--- config.mk ---
export PLATFORM = sky130hd
export DESIGN_NAME = mux21_rr_arb
export DESIGN_NICKNAME = d
export VERILOG_FILES = /design/src/rtl/mux21_rr_arb.sv
export SDC_FILE = /design/constraint.sdc
export NUM_CORES = 1
export LEC_CHECK = 0
export CORE_ASPECT_RATIO = 0.7
export CORE_MARGIN = 5
export CORE_UTILIZATION = 45
export CTS_BUF_LIST = sky130_fd_sc_hd__clkbuf_4 sky130_fd_sc_hd__clkbuf_8
export DETAILED_ROUTE_END_ITERATION = 8
export DONT_BUFFER_PORTS = 1
export PLACE_DENSITY = 0.71
export SYNTH_ARGS = -nofsm -noshare
export SYNTH_HDL_FRONTEND = slang
export SYNTH_SLANG_ARGS = --single-unit
--- constraint.sdc ---
create_clock -name clk -period 1.55 [get_ports clk]
set_input_delay 0.155 -clock clk [delete_from_list [all_inputs] [get_ports clk]]
set_output_delay 0.155 -clock clk [all_outputs]
set_load 0.05 [all_outputs]
--- src/rtl/mux21_rr_arb.sv ---
// Two-source round-robin arbiter feeding a registered 2:1 data mux.
// The owner streams up to HOLD beats while the other source waits, then hands over.
module mux21_rr_arb #(
    parameter int WIDTH = 8,
    parameter int HOLD  = 4
) (
    input  logic             clk,
    input  logic             rst,
    input  logic             req0,
    input  logic [WIDTH-1:0] inp0,
    output logic             ack0,
    input  logic             req1,
    input  logic [WIDTH-1:0] inp1,
    output logic             ack1,
    output logic             sel,
    output logic [WIDTH-1:0] outp,
    output logic             out_valid,
    input  logic             out_ready,
    output logic [1:0]       dbg_state,
    output logic [3:0]       dbg_cnt,
    output logic             dbg_last
);
    // Handshake: a source beat moves when reqN & ackN in the same cycle; the
    // output beat moves when out_valid & out_ready in the same cycle.
    typedef enum logic [1:0] {
        IDLE = 2'd0,
        OWN0 = 2'd1,
        OWN1 = 2'd2
    } state_t;

    localparam logic [3:0] HOLD_C = 4'(HOLD);

    state_t           state_q;
    logic             last_q;
    logic [3:0]       cnt_q;
    logic [WIDTH-1:0] outp_q;
    logic             valid_q;

    logic load_en;
    logic at_hold;

    assign load_en = !valid_q || out_ready;
    assign at_hold = (cnt_q == HOLD_C);

    // A saturated owner yields its beat on the cycle the other side is waiting.
    assign ack0 = (state_q == OWN0) && req0 && load_en && !(at_hold && req1);
    assign ack1 = (state_q == OWN1) && req1 && load_en && !(at_hold && req0);

    assign sel       = (state_q == OWN1);
    assign outp      = outp_q;
    assign out_valid = valid_q;
    assign dbg_state = state_q;
    assign dbg_cnt   = cnt_q;
    assign dbg_last  = last_q;

    always_ff @(posedge clk or posedge rst) begin
        if (rst) begin
            state_q <= IDLE;
            last_q  <= 1'b1;
            cnt_q   <= 4'd0;
            outp_q  <= '0;
            valid_q <= 1'b0;
        end else begin
            if (ack0 || ack1) begin
                outp_q  <= sel ? inp1 : inp0;
                valid_q <= 1'b1;
            end else if (load_en) begin
                valid_q <= 1'b0;
            end

            case (state_q)
                IDLE: begin
                    if (req0 && (!req1 || last_q)) begin
                        state_q <= OWN0;
                        cnt_q   <= 4'd0;
                    end else if (req1) begin
                        state_q <= OWN1;
                        cnt_q   <= 4'd0;
                    end
                end
                OWN0: begin
                    if (!req0) begin
                        last_q  <= 1'b0;
                        cnt_q   <= 4'd0;
                        state_q <= req1 ? OWN1 : IDLE;
                    end else if (at_hold && req1 && load_en) begin
                        last_q  <= 1'b0;
                        cnt_q   <= 4'd0;
                        state_q <= OWN1;
                    end else if (ack0 && !at_hold) begin
                        cnt_q <= cnt_q + 4'd1;
                    end
                end
                OWN1: begin
                    if (!req1) begin
                        last_q  <= 1'b1;
                        cnt_q   <= 4'd0;
                        state_q <= req0 ? OWN0 : IDLE;
                    end else if (at_hold && req0 && load_en) begin
                        last_q  <= 1'b1;
                        cnt_q   <= 4'd0;
                        state_q <= OWN0;
                    end else if (ack1 && !at_hold) begin
                        cnt_q <= cnt_q + 4'd1;
                    end
                end
                default: state_q <= IDLE;
            endcase
        end
    end
endmodule

==> metrics.txt <==
CP Cell Sequence=inv_2, ha_4, and3b_2, a211oi_2, buf_4, buf_4, buf_12, or3_1; Worst VDD drop=0.00131 V; minimum clock period after layout=1.83 ns; combinational power share=73.9%; Hold Path Sink=outp[6]; Max Fclk=545 MHz; reg2reg setup slack=-0.28 ns; vias in the first global route=1011; IO Pins=40; CTS tree=yes; hold_sp=inp0[6]; gr usage total=18.1%; drt wl/cell=19.4 µm; Final Max Slew Viols=0; #FFs+latches synth=16; slowest stage delay, CP=0.43 ns; Area growth, synth to finish=63.7%; final period utilization=118%; clock sink total=16; setup TNS=-3.19 ns; cell types occupying the most area after synthesis=dfrtp_1 34%, mux2i_1 7.2%, ha_1 6.8%; synth cell count leaders=15 x dfrtp_1, 10 x nor3_1, 8 x a21oi_2, 8 x mux2i_1, 6 x ha_1; yosys warns=0; Avg Vias per Cell=5.73; Hold WC Path Type=input port to flop; Switching Fraction=48.1%; Primary FF master, synth=dfrtp_1; P per Cell Area=2250 mW/mm²; Hold Vio Cnt, Final=0; Reg-to-Reg End=out_valid; # rows=15; Final Cell Area=0.00181 mm²; pre-CTS setup slack=-0.135 ns; WHS=0.0634 ns; crit path launch=dbg_cnt[0]; Synth Instances=104; Placer Congestion=0.764; Clock Latency Late Sink=0.30 ns; H-tree levels=1; clock buffer depth=2; DRT Pass-1 Iters=4; count leader, synth=dfrtp_1; antenna-violating nets left=0; fin worst setup slack=-0.284 ns; CP required=1.75 ns; Net Count, Synth=131; initial antenna violation count=0; Finished Layout Cells=180; clk_skew=0.0139 ns; Async S/R FF share, synth=100%; hpwl dp=2.09 mm; violated checks=setup timing; Die X=69.3 µm; slew margin rel.=58.6%; first-pass GRT wire length=5.10 mm; Antenna diodes=0; share of cells above drive strength 1=69.9%; Clk pwr share=7.1%; outcome=finished with violations; CP Capture Type=flop; worst setup path category=flop to flop; placed cells=163; grt ovf=0; max_cap viols=0; Net Switching=1.96 mW; synthesized area=0.00111 mm²; Die Footprint=0.00357 mm²; FF-to-FF path depth=8; DRT iter0 DRCs=25; Startpoint Class=flop; CP arrival=2.03 ns; placed cell area=0.00140 mm²; area leader, netlist=dfrtp_1; RSZ-0062 raised after global routing=yes; starting density of the core=46.1%; total leakage power=0.746 nW; Max FO, Critical Path=5; slowest CP cell=dfrtp_2; number of synthesized flops with an enable pin=0; reg-to-reg startpoint=dbg_cnt[0]; Detailed Route WL=3.49 mm; Vias=1031; hold depth=2; sequential element share of the synthesized area=36.3%; Flop pwr share=19.0%; Synth cell types=38; largest net degree at the start of global routing=17; # nets final=174; Remaining DRCs=0; clock tree root buffer cell=clkbuf_4; Syn Area/Cell=10.6 µm²; Int Pwr=2.12 mW; die height=51.5 µm; total power=4.09 mW; top cell type's share of synthesized area=33.9%; Core Area=0.00240 mm²; CTS buffer count=3; clock-pin slew on the worst setup and hold paths=0.11 ns; Worst path most repeated cell=buf_4; IO buf count=0; Slew @ Worst Pin=0.620 ns; Post-Route Utilization=75.5%; final setup vio count=18
per-layer routing:
metal	up-vias	wire, µm	track usage [%]
met2	41	1720	32.1
met1	508	1520	22.8
met4	0	60	3.90
li1	472	-	-
met5	-	0	0
met3	10	186	4.25
power groups by stage:
stage / combinational, mW / clock [mW] / sequential (mW)
after global routing: 3.19 / 0.317 / 0.798
after floorplan: 1.12 / 0 / 1.30
after global placement: 2.26 / 0 / 0.724
after detailed placement: 2.30 / 0 / 0.731
after CTS: 2.62 / 0.291 / 0.742
final: 3.02 / 0.290 / 0.776
how the worst max path moves through the flow:
stage              endpoint  slack [ns]
6_report          out_valid       -0.28
5_1_grt           out_valid       -0.35
4_1_cts                ack1       -0.25
3_5_place_dp   dbg_state[0]       -0.14
3_3_place_gp     dbg_cnt[2]        -0.1
2_1_floorplan  dbg_state[0]       -0.20
registers in the layout, indices dropped and copies added (netlist names):
register / flops
dbg_cnt: 4
dbg_last: 1
dbg_state: 2
out_valid: 1
outp: 8
cell type report:
type / count / area (µm²)
multi-input cells: 76 / 886
inverters: 5 / 21.3
flip-flops and latches: 16 / 408
clock buffers: 4 / 36.3
repair buffers: 45 / 419
well taps: 34 / 42.5
fillers: 158 / 589
layout by cell type, fill, tap and decap left out, types with 3 or more instances in the layout:
cell type and count:
clkbuf_4 3, dfrtp_2 5, buf_6 5, a21oi_2 8, nand2b_1 3, buf_4 33
dfrtp_1 10, inv_2 3, buf_8 4, mux2i_1 8, nor3_4 8, ha_4 5
critical path, delay by kind of cell, from the launching register on:
family / cells / cell delay (ns)
fa+ha+maj: 1 / 0.12
flops: 1 / 0.43
simple gates: 2 / 0.55
buf+inv: 4 / 0.54
compound gates: 1 / 0.09
kinds of logic (layout without fill, tap and decap cells):
group / Yosys count / in the layout / share of synthesized area, %
buffers and inverters: 12 / 54 / 7.23
AO/OA/AOI/OAI: 25 / 25 / 19.3
AND/OR/NAND/NOR: 33 / 33 / 19.1
multiplexers: 12 / 12 / 11.3
flip-flops: 16 / 16 / 36.3
adder cells (fa/ha/maj): 6 / 6 / 6.78
what timing repair did:
| item | 4_1_cts | 5_1_grt |
|---|---|---|
| buffers inserted | 7 | 6 |
| hold endpoints to repair | 15 | 0 |
| hold buffers | 1 | 0 |
| gates resized for setup | 29 | 26 |
| pin swaps | 9 | 15 |
| setup endpoints to repair | 18 | 18 |
| cloned | 0 | 1 |
Note: power is estimated with default switching activity, not from simulation.
